**config.mk**
```make
export PLATFORM = sky130hd
export DESIGN_NAME = fetch_unit_flat
export DESIGN_NICKNAME = d
export VERILOG_FILES = /design/src/rtl/fetch_unit_if.sv /design/src/rtl/fetch_unit.sv /design/src/flat_wrapper.sv
export SDC_FILE = /design/constraint.sdc
export NUM_CORES = 1
export LEC_CHECK = 0
export ABC_AREA = 1
export BUFFER_PORTS_ARGS = -buffer_cell sky130_fd_sc_hd__buf_2
export CELL_PAD_IN_SITES_DETAIL_PLACEMENT = 2
export CELL_PAD_IN_SITES_GLOBAL_PLACEMENT = 2
export CORE_MARGIN = 2
export CORE_UTILIZATION = 35
export DETAILED_ROUTE_END_ITERATION = 8
export MAX_ROUTING_LAYER = met4
export PLACE_DENSITY_LB_ADDON = 0.1
export SYNTH_ARGS = -nofsm -noshare
export SYNTH_HDL_FRONTEND = slang
export SYNTH_SLANG_ARGS = --single-unit
```
**constraint.sdc**
```tcl
create_clock -name clk -period 4.4 [get_ports clk]
set_clock_uncertainty 0.05 [all_clocks]
set_input_delay 0.88 -clock clk [delete_from_list [all_inputs] [get_ports clk]]
set_output_delay 0.88 -clock clk [all_outputs]
set_load 0.01 [all_outputs]
```
**src/rtl/fetch_unit_if.sv**
```systemverilog
// Instruction-memory request/response channel between the fetch stage and imem.
// One request is outstanding at a time; imem_ready is a one-cycle response strobe.
interface fetch_unit_if #(
  parameter int unsigned XLEN = 32
) ();
  logic            imem_req;
  logic [XLEN-1:0] imem_addr;
  logic            imem_ready;
  logic [31:0]     imem_rdata;

  modport master (
    output imem_req,
    output imem_addr,
    input  imem_ready,
    input  imem_rdata
  );

  modport slave (
    input  imem_req,
    input  imem_addr,
    output imem_ready,
    output imem_rdata
  );
endinterface

```
**src/rtl/fetch_unit.sv**
```systemverilog
// IF stage: PC register, imem request handshake, one-entry skid buffer and the
// IF/ID pipeline register, with EX redirect and load-use stall handling.
module fetch_unit #(
  parameter int unsigned     XLEN      = 32,
  parameter logic [XLEN-1:0] RESET_PC  = '0,
  parameter logic [31:0]     NOP_INSTR = 32'h0000_0013
) (
  input  logic            clk,
  input  logic            rst_n,
  input  logic            pc_write,
  input  logic            if_id_write,
  input  logic            redirect_valid,
  input  logic [XLEN-1:0] redirect_pc,
  fetch_unit_if.master    imem,
  output logic [XLEN-1:0] if_id_pc,
  output logic [31:0]     if_id_instr,
  output logic            if_id_valid
);

  typedef enum logic [1:0] {
    StIdle,
    StFetch,
    StHold,
    StDrain
  } state_e;

  state_e          state_q;
  logic [XLEN-1:0] pc_q;
  logic [XLEN-1:0] drain_addr_q;
  logic [XLEN-1:0] buf_pc_q;
  logic [31:0]     buf_instr_q;

  logic            hold;
  logic [XLEN-1:0] pc_inc;

  assign hold   = !pc_write || !if_id_write;
  assign pc_inc = pc_q + XLEN'(4);

  // DRAIN keeps presenting the abandoned address until its response is consumed.
  always_comb begin
    imem.imem_req  = (state_q == StFetch) || (state_q == StDrain);
    imem.imem_addr = (state_q == StDrain) ? drain_addr_q : pc_q;
  end

  always_ff @(posedge clk or negedge rst_n) begin
    if (!rst_n) begin
      state_q      <= StIdle;
      pc_q         <= RESET_PC;
      drain_addr_q <= '0;
      buf_pc_q     <= '0;
      buf_instr_q  <= NOP_INSTR;
      if_id_pc     <= '0;
      if_id_instr  <= NOP_INSTR;
      if_id_valid  <= 1'b0;
    end else if (redirect_valid) begin
      pc_q        <= redirect_pc;
      if_id_instr <= NOP_INSTR;
      if_id_valid <= 1'b0;
      unique case (state_q)
        StFetch: begin
          if (imem.imem_ready) begin
            state_q <= StFetch;
          end else begin
            drain_addr_q <= pc_q;
            state_q      <= StDrain;
          end
        end
        StDrain: state_q <= StDrain;
        default: state_q <= StFetch;
      endcase
    end else begin
      unique case (state_q)
        StIdle: begin
          state_q <= StFetch;
        end
        StFetch: begin
          if (imem.imem_ready) begin
            if (hold) begin
              buf_pc_q    <= pc_q;
              buf_instr_q <= imem.imem_rdata;
              state_q     <= StHold;
            end else begin
              if_id_pc    <= pc_q;
              if_id_instr <= imem.imem_rdata;
              if_id_valid <= 1'b1;
              pc_q        <= pc_inc;
            end
          end else if (!hold) begin
            if_id_instr <= NOP_INSTR;
            if_id_valid <= 1'b0;
          end
        end
        StHold: begin
          if (!hold) begin
            if_id_pc    <= buf_pc_q;
            if_id_instr <= buf_instr_q;
            if_id_valid <= 1'b1;
            pc_q        <= pc_inc;
            state_q     <= StFetch;
          end
        end
        StDrain: begin
          if (imem.imem_ready) begin
            state_q <= StFetch;
          end
          if (!hold) begin
            if_id_instr <= NOP_INSTR;
            if_id_valid <= 1'b0;
          end
        end
        default: state_q <= StIdle;
      endcase
    end
  end

endmodule

```
**src/flat_wrapper.sv**
```systemverilog
// flat-port wrapper written by rule: the top's interface ports become plain ports
module fetch_unit_flat 
#(
  parameter int unsigned     XLEN      = 32,
  parameter logic [XLEN-1:0] RESET_PC  = '0,
  parameter logic [31:0]     NOP_INSTR = 32'h0000_0013
)
  (clk, rst_n, pc_write, if_id_write, redirect_valid, redirect_pc, if_id_pc, if_id_instr, if_id_valid, imem_imem_req, imem_imem_addr, imem_imem_ready, imem_imem_rdata);
  fetch_unit_if #(.XLEN(XLEN)) imem_i ();
  input  logic clk;
  input  logic rst_n;
  input  logic pc_write;
  input  logic if_id_write;
  input  logic redirect_valid;
  input  logic [XLEN-1:0] redirect_pc;
  output logic [XLEN-1:0] if_id_pc;
  output logic [31:0] if_id_instr;
  output logic if_id_valid;
  output wire logic [$bits(imem_i.imem_req)-1:0] imem_imem_req;
  output wire logic [$bits(imem_i.imem_addr)-1:0] imem_imem_addr;
  input wire logic [$bits(imem_i.imem_ready)-1:0] imem_imem_ready;
  input wire logic [$bits(imem_i.imem_rdata)-1:0] imem_imem_rdata;
  assign imem_imem_req = imem_i.imem_req;
  assign imem_imem_addr = imem_i.imem_addr;
  assign imem_i.imem_ready = imem_imem_ready;
  assign imem_i.imem_rdata = imem_imem_rdata;
  fetch_unit #(.XLEN(XLEN), .RESET_PC(RESET_PC), .NOP_INSTR(NOP_INSTR)) u_core (.clk(clk), .rst_n(rst_n), .pc_write(pc_write), .if_id_write(if_id_write), .redirect_valid(redirect_valid), .redirect_pc(redirect_pc), .imem(imem_i), .if_id_pc(if_id_pc), .if_id_instr(if_id_instr), .if_id_valid(if_id_valid));
endmodule
```
# After elaboration in Yosys (flattened, before gate mapping)
# Cells that the tools add are included.
# W data, S select, Z words.
[op_classes]
n_addsub = 1
n_eq_ne = 11
muxes = 28
n_bitwise = 2
n_reduce_logical = 14
[ops]
columns = ["cell", "n"]
rows = [
  ["$mux W32", 12],
  ["$pmux W32 S2", 2],
  ["$pmux W32 S3", 1],
  ["$add A32 B3 Y32 const B", 1],
  ["$mux W2", 6],
  ["$ne A3 B3 Y1 const B", 3],
  ["$pmux W2 S4", 1],
  ["$reduce_and A4 Y1", 2],
  ["$ne A2 B2 Y1 const B", 3],
  ["$reduce_and A3 Y1", 2],
  ["$reduce_and A5 Y1", 1],
  ["$eq A2 B2 Y1 const B", 2],
  ["$mux W1", 4],
  ["$ne A4 B4 Y1 const B", 1],
  ["$pmux W2 S2", 1],
  ["$reduce_bool A4 Y1", 1],
  ["$ne A3 B2 Y1 const B", 1],
  ["$pmux W1 S3", 1],
  ["$reduce_bool A3 Y1", 1],
  ["$eq A2 B1 Y1 const B", 1],
  ["$logic_not A1 Y1", 2],
  ["$logic_not A2 Y1", 1],
  ["$logic_or A1 B1 Y1", 2],
  ["$not A1 Y1", 2],
  ["2 further kinds", 2],
]
[word_totals]
reg_bits = 195
in_bits = 70
out_inout_bits = 98
word_cells = 64

# Logic depth before layout (Yosys ltp)
# Gate-level depths: netlist (run 1).
[depth]
ltp_word = 6
mapped_depth = 10
mapped_depth_nobuf = 10

# Worst setup path after synthesis (run 1)
# No wires, ideal clock.
[synth_timing]
path_type = "register to output"
from = "reg u_core.state_q[1]"
to = "out imem_imem_addr[0]"
t_arrival_ps = 1385
t_required_ps = 3470
slack_ps = 2085
stages_incl_launch_ff = 7
path_buffers = 3
cell_sequence = "dfrtp_1 -> buf_2 -> nand2_1 -> clkbuf_1 -> clkbuf_1 -> nor2_1 -> a21oi_1"
[synth_between]
elab_chain_cells = 2
[synth_lines]
columns = ["item", "line_no", "text"]
rows = [
  ["from (decl)", "fetch_unit.sv:27", "state_e state_q;"],
  ["from (signal assigned)", "fetch_unit.sv:47", "state_q <= StIdle;"],
  ["from (signal assigned)", "fetch_unit.sv:62", "state_q <= StFetch;"],
  ["from (signal assigned)", "fetch_unit.sv:65", "state_q <= StDrain;"],
  ["$eq A2 B2 Y1", "fetch_unit.sv:42", "imem.imem_addr = (state_q == StDrain) ? drain_addr_q : pc_q;"],
  ["$mux W32", "fetch_unit.sv:42", ""],
  ["to (decl)", "flat_wrapper.sv:20", "output wire logic [$bits(imem_i.imem_addr)-1:0] imem_imem_addr;"],
]
# No other way between the ends.

# Final worst setup path (run 1)
[layout_timing]
from = "reg u_core.state_q[1]"
to = "out imem_imem_addr[25]"
# The elaborated chain is that of the path after synthesis.

==> results.sh, run 1 <==
export IMPL_detail_route_drc_violations=0
export IMPL_synth_fp_nets=1323
export IMPL_fin_crit_ns=3.36
export IMPL_post_drt_via_cell_ratio=5.18
export IMPL_post_route_cell_area_sq_um=11200
export IMPL_number_of_slew_limit_violations_in_the_final_report=0
export IMPL_cts_root_buf="sky130_fd_sc_hd__clkbuf_16"
export IMPL_grt_total_usage_pct=23.9
export IMPL_cts_path_max_buffers=2
export IMPL_grt_pass1_wl_mm=52.9
export IMPL_timing_final_crit_share_pct=76.3
export IMPL_syn_mean_instance_area_sq_um=7.71
export IMPL_antenna_found_initial=0
export IMPL_boundaryPins=168
export IMPL_worst_ep_required_time_ns=3.47
export IMPL_drt_initial_drc_count=492
export IMPL_worst_hold_path_type="input pin to asynchronous set/reset pin"
export IMPL_die_height_um=170
export IMPL_cts_reportedPaths_clkPinSlew_ns=0.08
export IMPL_worst_slew_margin_rel_pct=19.0
export IMPL_finalWirelength_mm=32.5
export IMPL_layout_area_overhead_vs_synth_pct=16.5
export IMPL_grt_setup_unrepaired="no"
export IMPL_core_region_sq_um=27000
export IMPL_initial_core_util_pct=35.7
export IMPL_postRouteAntennaNets=0
export IMPL_row_count=60
export IMPL_ys_seq_area_share_pct=50.6
export IMPL_mappedNetlistArea_sq_um=9650
export IMPL_post_cts_hold_buffer_count=0
export IMPL_setup_worst_path_class="flop to output pin"
export IMPL_footprint_of_the_multi_input_gates_sq_um=4170
export IMPL_reg2reg_slack_ns=1.87
export IMPL_detailed_place_area_sq_um=10700
export IMPL_r2r_start="u_core.state_q[0]$_DFFE_PN0P_"
export IMPL_die_area_sq_um=28900
export IMPL_power_density_nw_per_um2=672
export IMPL_timing_hold_ws_ns=0.411
export IMPL_ys_seq_elements=195
export IMPL_status="finished clean"
export IMPL_cts_setup_buffers=0
export IMPL_netlist_instances=1252
export IMPL_dp_hpwl_mm=22.6
export IMPL_cap_violations=0
export IMPL_numPortBuffers=167
export IMPL_clk_insertion_delay_late_ns=0.44
export IMPL_cts_tree="done"
export IMPL_worst_slew_pin_slew_ns=1.21
export IMPL_synth_yosys_warnings=0
export IMPL_count_of_final_setup_violators=0
export IMPL_dr_total_vias=8998
export IMPL_p_leak_nw=5.56
export IMPL_die_width_um=170
export IMPL_achievable_frequency_mhz=298
export IMPL_cts_inserted_buffers=17
export IMPL_power_ir_vdd_worst_mv=0.245
export IMPL_first_global_vias=9689
export IMPL_area_sequential_sq_um=4890
export IMPL_fillerInstances=3231
export IMPL_crit_path_start_kind="flop"
export IMPL_grt_overflow=0
export IMPL_final_setup_tns_ns=0
export IMPL_htree_num_levels=4
export IMPL_drt_pre_antenna_iters=5
export IMPL_number_of_sinks_handled_by_clock_tree_synthesis=195
export IMPL_synth_lib_cells_used_distinct=38
export IMPL_worst_setup_path_end_kind="output pin"
export IMPL_nNetsFinal=1454
export IMPL_grt_max_degree=71
export IMPL_final_layout_size_suffix_gt1_share_pct=17.3
export IMPL_place_congestion=0.841
export IMPL_arrival_worst_endpoint_ns=2.43
export IMPL_totalPowerFinal_mw=7.56
export IMPL_route_detailed_wl_per_inst_um=18.7
export IMPL_r2r_end="u_core.if_id_instr[6]$_DFFE_PN0P_"
export IMPL_cts_repair_resized=0
export IMPL_critPathMaxFanout=37
export IMPL_ff2ff_path_depth=7
export IMPL_timing_final_hold_violations=0
[flip-flops by register name, summed over array words and instances (netlist names)]
| signal | count |
|---|---|
| u_core.buf_instr_q | 32 |
| u_core.state_q | 2 |
| u_core.pc_q | 32 |
| u_core.if_id_instr | 32 |
| u_core.if_id_valid | 1 |
| u_core.if_id_pc | 32 |
| u_core.buf_pc_q | 32 |
| u_core.drain_addr_q | 32 |
[placed cells by master, fill, tap and decap left out, drive strengths merged]
master,count
a211oi,1
a21oi,63
a22oi,1
a31oi,4
buf,180
clkbuf,19
clkinv,6
clkinvlp,2
dfrtp,189
dfstp,6
diode,1
ha,1
inv,70
nand2,494
nand3,44
nand3b,1
nand4,5
nor2,102
nor3,3
o2111ai,4
o211ai,8
o21a,29
o21ai,129
o22ai,28
or2,1
xor2,5
[routing by layer]
| metal | global-route usage [%] | share of wire [%] | vias to the layer above |
|---|---|---|---|
| met5 | - | 0 | - |
| met1 | 31.8 | 47 | 4513 |
| met2 | 39.3 | 49 | 148 |
| li1 | - | - | 4313 |
| met3 | 2.67 | 2.8 | 24 |
| met4 | 6.02 | 1.6 | 0 |
[power by group]
part	internal [mW]	switching, mW
sequential	2.58	0.528
clock	0.745	0.782
combinational	1.08	1.85
[worst max-delay path: stages (launching register included)]
cell                      delay [ns]
sky130_fd_sc_hd__dfrtp_1        0.49
sky130_fd_sc_hd__nand2_2        0.64
sky130_fd_sc_hd__buf_4          0.43
sky130_fd_sc_hd__nor2_1         0.09
sky130_fd_sc_hd__a21oi_1        0.16
sky130_fd_sc_hd__buf_2          0.16
[area by class of cell]
class,count,share of cell area (%)
sequential,195,43.5
multi-input combinational,923,37.1
timing repair buffer,181,8.56
clock buffer,18,3.82
tap,341,3.79
inverter,65,2.19
clock inverter,13,1.09
antenna,1,0.0223
[cells in the mapped netlist]
cell	number	area share, %
sky130_fd_sc_hd__nand2_1	491	19
sky130_fd_sc_hd__dfrtp_1	189	49
sky130_fd_sc_hd__o21ai_0	97	5.0
sky130_fd_sc_hd__nor2_1	96	3.7
sky130_fd_sc_hd__a21oi_1	62	3.2
sky130_fd_sc_hd__inv_1	60	2.3
sky130_fd_sc_hd__nand3_1	42	2.2
sky130_fd_sc_hd__o21ai_1	31	1.6
sky130_fd_sc_hd__o21a_1	29	2.3
sky130_fd_sc_hd__o22ai_1	28	1.8
sky130_fd_sc_hd__clkbuf_1	27	1.1
sky130_fd_sc_hd__buf_2	26	1.3
sky130_fd_sc_hd__buf_4	9	0.70
sky130_fd_sc_hd__o211ai_1	8	0.62
sky130_fd_sc_hd__dfstp_2	6	1.6
sky130_fd_sc_hd__buf_6	5	0.58
sky130_fd_sc_hd__xor2_1	5	0.45
sky130_fd_sc_hd__a31oi_1	4	0.26
sky130_fd_sc_hd__inv_2	4	0.16
sky130_fd_sc_hd__nand4_1	4	0.26
sky130_fd_sc_hd__nor2_2	4	0.26
sky130_fd_sc_hd__o2111ai_1	4	0.36
sky130_fd_sc_hd__buf_1	2	0.078
sky130_fd_sc_hd__nand2_2	2	0.13
sky130_fd_sc_hd__nand3_2	2	0.21
sky130_fd_sc_hd__nor2_4	2	0.23
sky130_fd_sc_hd__nor3_4	2	0.34
sky130_fd_sc_hd__a211oi_1	1	0.078
sky130_fd_sc_hd__a21oi_2	1	0.091
sky130_fd_sc_hd__a22oi_1	1	0.078
sky130_fd_sc_hd__ha_1	1	0.13
sky130_fd_sc_hd__inv_4	1	0.065
sky130_fd_sc_hd__nand2_4	1	0.12
sky130_fd_sc_hd__nand3b_1	1	0.078
sky130_fd_sc_hd__nand4_2	1	0.13
sky130_fd_sc_hd__nor3_1	1	0.052
sky130_fd_sc_hd__o21ai_4	1	0.17
sky130_fd_sc_hd__or2_2	1	0.065
[worst max path at each step]
stage,start,end,slack (ns),depth (start not counted)
finish,u_core.state_q[1]$_DFFE_PN0P_,imem_imem_addr[25],1.04,5
global route,u_core.state_q[1]$_DFFE_PN0P_,imem_imem_addr[25],0.87,5
CTS,u_core.state_q[1]$_DFFE_PN0P_,imem_imem_addr[25],1.02,5
detailed placement,pc_write,u_core.pc_q[31]$_DFFE_PN0P_,1.47,10
global placement,imem_imem_ready,u_core.if_id_instr[29]$_DFFE_PN0P_,1.57,8
floorplan,u_core.state_q[1]$_DFFE_PN0P_,imem_imem_addr[0],2.09,6
[kinds of logic after synthesis]
group	count (synthesis)	share of synthesized area, %
buf+inv	134	6.31
flops	195	50.6
fa+ha+maj	1	0.130
simple gates	650	26.9
xor+xnor	5	0.454
compound gates	267	15.6
[per-stage QoR]
step	utilization, %	setup WS (ns)	std cells
after floorplan	-	2.09	1252
after global placement	39.6	1.57	1705
after detailed placement	39.6	1.47	1705
after CTS	41.6	1.02	1736
after global routing	41.6	0.865	1736
final	41.6	1.04	1737
Note: power is estimated with default switching activity, not from simulation.
==> run 2: changes to the inputs <==
Settings changed: CORE_UTILIZATION 35 to 32.
Clock period 4.4 ns to 3.4 ns, I/O delays scaled along.
==> run 2 against run 1 <==
Wire length increased by 1.1%. Hold slack got worse by 0.24 ns. Via count unchanged. Highest routed layer unchanged. Critical path depth unchanged. Global-route usage decreased by 1.6 points.
==> results.sh, run 2 (synthesized netlist as in run 1, its figures left out) <==
export IMPL_status="finished clean"
export IMPL_p_switching_mw=4.03
export IMPL_gr_usage_met3_pct=2.83
export IMPL_fin_crit_ns=2.89
export IMPL_row_count=63
export IMPL_cts_path_max_buffers=2
export IMPL_groute_layer_met1_usage_pct=29.9
export IMPL_footprint_of_the_multi_input_gates_sq_um=4170
export IMPL_number_of_slew_limit_violations_in_the_final_report=0
export IMPL_timing_hold_ws_ns=0.173
export IMPL_finalWirelength_mm=32.9
export IMPL_core_region_sq_um=29600
export IMPL_number_of_sinks_handled_by_clock_tree_synthesis=195
export IMPL_p_int_mw=5.82
export IMPL_share_seq_of_total_power_pct=40.5
export IMPL_busiest_layer="met2"
export IMPL_worst_slew_pin_slew_ns=1.22
export IMPL_timing_final_crit_share_pct=85.1
export IMPL_cts_setup_buffers=0
export IMPL_cts_root_buf="sky130_fd_sc_hd__clkbuf_16"
export IMPL_detailed_place_area_sq_um=10800
export IMPL_critPathMaxFanout=29
export IMPL_critical_path_slowest_cell="sky130_fd_sc_hd__dfrtp_1"
export IMPL_core_util_final_pct=38.5
export IMPL_commonest_non_fill_non_tap_cell_in_the_layout="sky130_fd_sc_hd__nand2_1"
export IMPL_initial_core_util_pct=32.6
export IMPL_boundaryPins=168
export IMPL_grt_use_met2_pct=36.2
export IMPL_dr_total_vias=8998
export IMPL_arrival_worst_endpoint_ns=2.16
export IMPL_grt_max_degree=76
export IMPL_route_detailed_wl_per_inst_um=18.4
export IMPL_first_global_vias=9618
export IMPL_setup_worst_path_class="flop to output pin"
export IMPL_power_clock_fraction_pct=20.9
export IMPL_fillerInstances=3530
export IMPL_drt_pre_antenna_iters=4
export IMPL_die_area_sq_um=31600
export IMPL_post_cts_hold_buffer_count=0
export IMPL_power_frac_comb_pct=38.7
export IMPL_cts_repair_resized=0
export IMPL_grt_pass1_wl_mm=53.3
export IMPL_clk_insertion_delay_late_ns=0.45
export IMPL_worst_slew_margin_rel_pct=18.3
export IMPL_power_share_switching_pct=40.9
export IMPL_achievable_frequency_mhz=346
export IMPL_final_setup_tns_ns=0
export IMPL_stage_delay_of_the_slowest_cell_on_the_critical_path_ns=0.51
export IMPL_cts_tree="done"
export IMPL_numPortBuffers=167
export IMPL_die_height_um=178
export IMPL_postRouteAntennaNets=0
export IMPL_post_route_cell_area_sq_um=11400
export IMPL_post_drt_via_cell_ratio=5.02
export IMPL_worst_hold_path_type="input pin to asynchronous set/reset pin"
export IMPL_cts_inserted_buffers=17
export IMPL_drt_initial_drc_count=303
export IMPL_worst_setup_path_end_kind="output pin"
export IMPL_worst_ep_required_time_ns=2.67
export IMPL_place_congestion=0.800
export IMPL_dp_hpwl_mm=23.1
export IMPL_final_layout_size_suffix_gt1_share_pct=17.6
export IMPL_grt_total_usage_pct=22.3
export IMPL_power_density_nw_per_um2=864
export IMPL_htree_num_levels=4
export IMPL_cap_violations=0
export IMPL_power_ir_vdd_worst_mv=0.298
export IMPL_crit_path_start_kind="flop"
export IMPL_grt_setup_unrepaired="no"
export IMPL_p_leak_nw=5.61
export IMPL_grt_overflow=0
export IMPL_detail_route_drc_violations=0
export IMPL_timing_final_hold_violations=0
export IMPL_antenna_found_initial=1
export IMPL_die_width_um=178
export IMPL_cts_reportedPaths_clkPinSlew_ns=0.08
export IMPL_nNetsFinal=1458
export IMPL_area_sequential_sq_um=4890
export IMPL_count_of_final_setup_violators=0
export IMPL_layout_area_overhead_vs_synth_pct=18.2
export IMPL_layout_cells_most_common_list="sky130_fd_sc_hd__nand2_1, sky130_fd_sc_hd__dfrtp_1, sky130_fd_sc_hd__buf_2"
export IMPL_crit_path_cell_trace="nand2_2 -> buf_4 -> nor2_1 -> a21oi_1 -> buf_2"
[run 2: changes by cell type in the layout (fill, tap and decap cells not counted), sizes merged]
cell	before	now
clkbuf	19	21
buf	180	184
bufinv	0	1
clkinv	6	4
[run 2: worst paths after layout]
check                      cells past startpoint  slack (ns)                                  to                               from
min in group clk                               3        0.40  u_core.buf_instr_q[11]$_DFFE_PN0P_                imem_imem_rdata[11]
min                                            1        0.17     u_core.if_id_pc[16]$_DFFE_PN0P_                              rst_n
max                                            5        0.51                   imem_imem_addr[3]      u_core.state_q[1]$_DFFE_PN0P_
max in group asynchronous                      2        2.28     u_core.if_id_pc[24]$_DFFE_PN0P_                              rst_n
min reg2reg                                    2        0.43   u_core.buf_instr_q[9]$_DFFE_PN0P_  u_core.buf_instr_q[9]$_DFFE_PN0P_
max reg2reg                                    8        1.02   u_core.if_id_instr[0]$_DFFE_PN1P_      u_core.state_q[1]$_DFFE_PN0P_
[run 2: metal layers]
metal | up-vias | part of all wire (%)
met5 | - | 0
met3 | 21 | 3.2
met2 | 148 | 48
met4 | 0 | 1.3
li1 | 4314 | -
met1 | 4515 | 48
[run 2: critical path, delay by kind of cell, from the launching register on]
kind            cells  cell delay [ns]
compound gates      1             0.15
buf+inv             2             0.55
flops               1             0.51
simple gates        2             0.49
[run 2: power groups by stage]
stage	combinational, mW	sequential, mW	clock [mW]
final	3.81	3.99	2.06
after global routing	4.37	4.14	2.20
after CTS	3.91	4.00	2.12
after detailed placement	3.89	4.04	0
after global placement	3.71	3.98	0
after floorplan	2.29	4.04	0
[run 2: metrics by stage]
| stage | worst slack (ns) | std cells | total power [mW] |
|---|---|---|---|
| 3_5_place_dp | 0.492 | 1758 | 7.92 |
| 4_1_cts | 0.464 | 1790 | 10.0 |
| 5_1_grt | 0.351 | 1791 | 10.7 |
| 2_1_floorplan | 1.29 | 1252 | 6.32 |
| 3_3_place_gp | 0.629 | 1758 | 7.69 |
| 6_report | 0.508 | 1791 | 9.85 |
[run 2: layout make-up]
type | count | area share [%]
multi-input cells | 923 | 36.6
diodes | 1 | 0.0219
well taps | 390 | 4.28
repair buffers | 185 | 9.03
inverters | 65 | 2.16
clock buffers | 20 | 4.00
flip-flops and latches | 195 | 42.9
clock inverters | 12 | 1.05
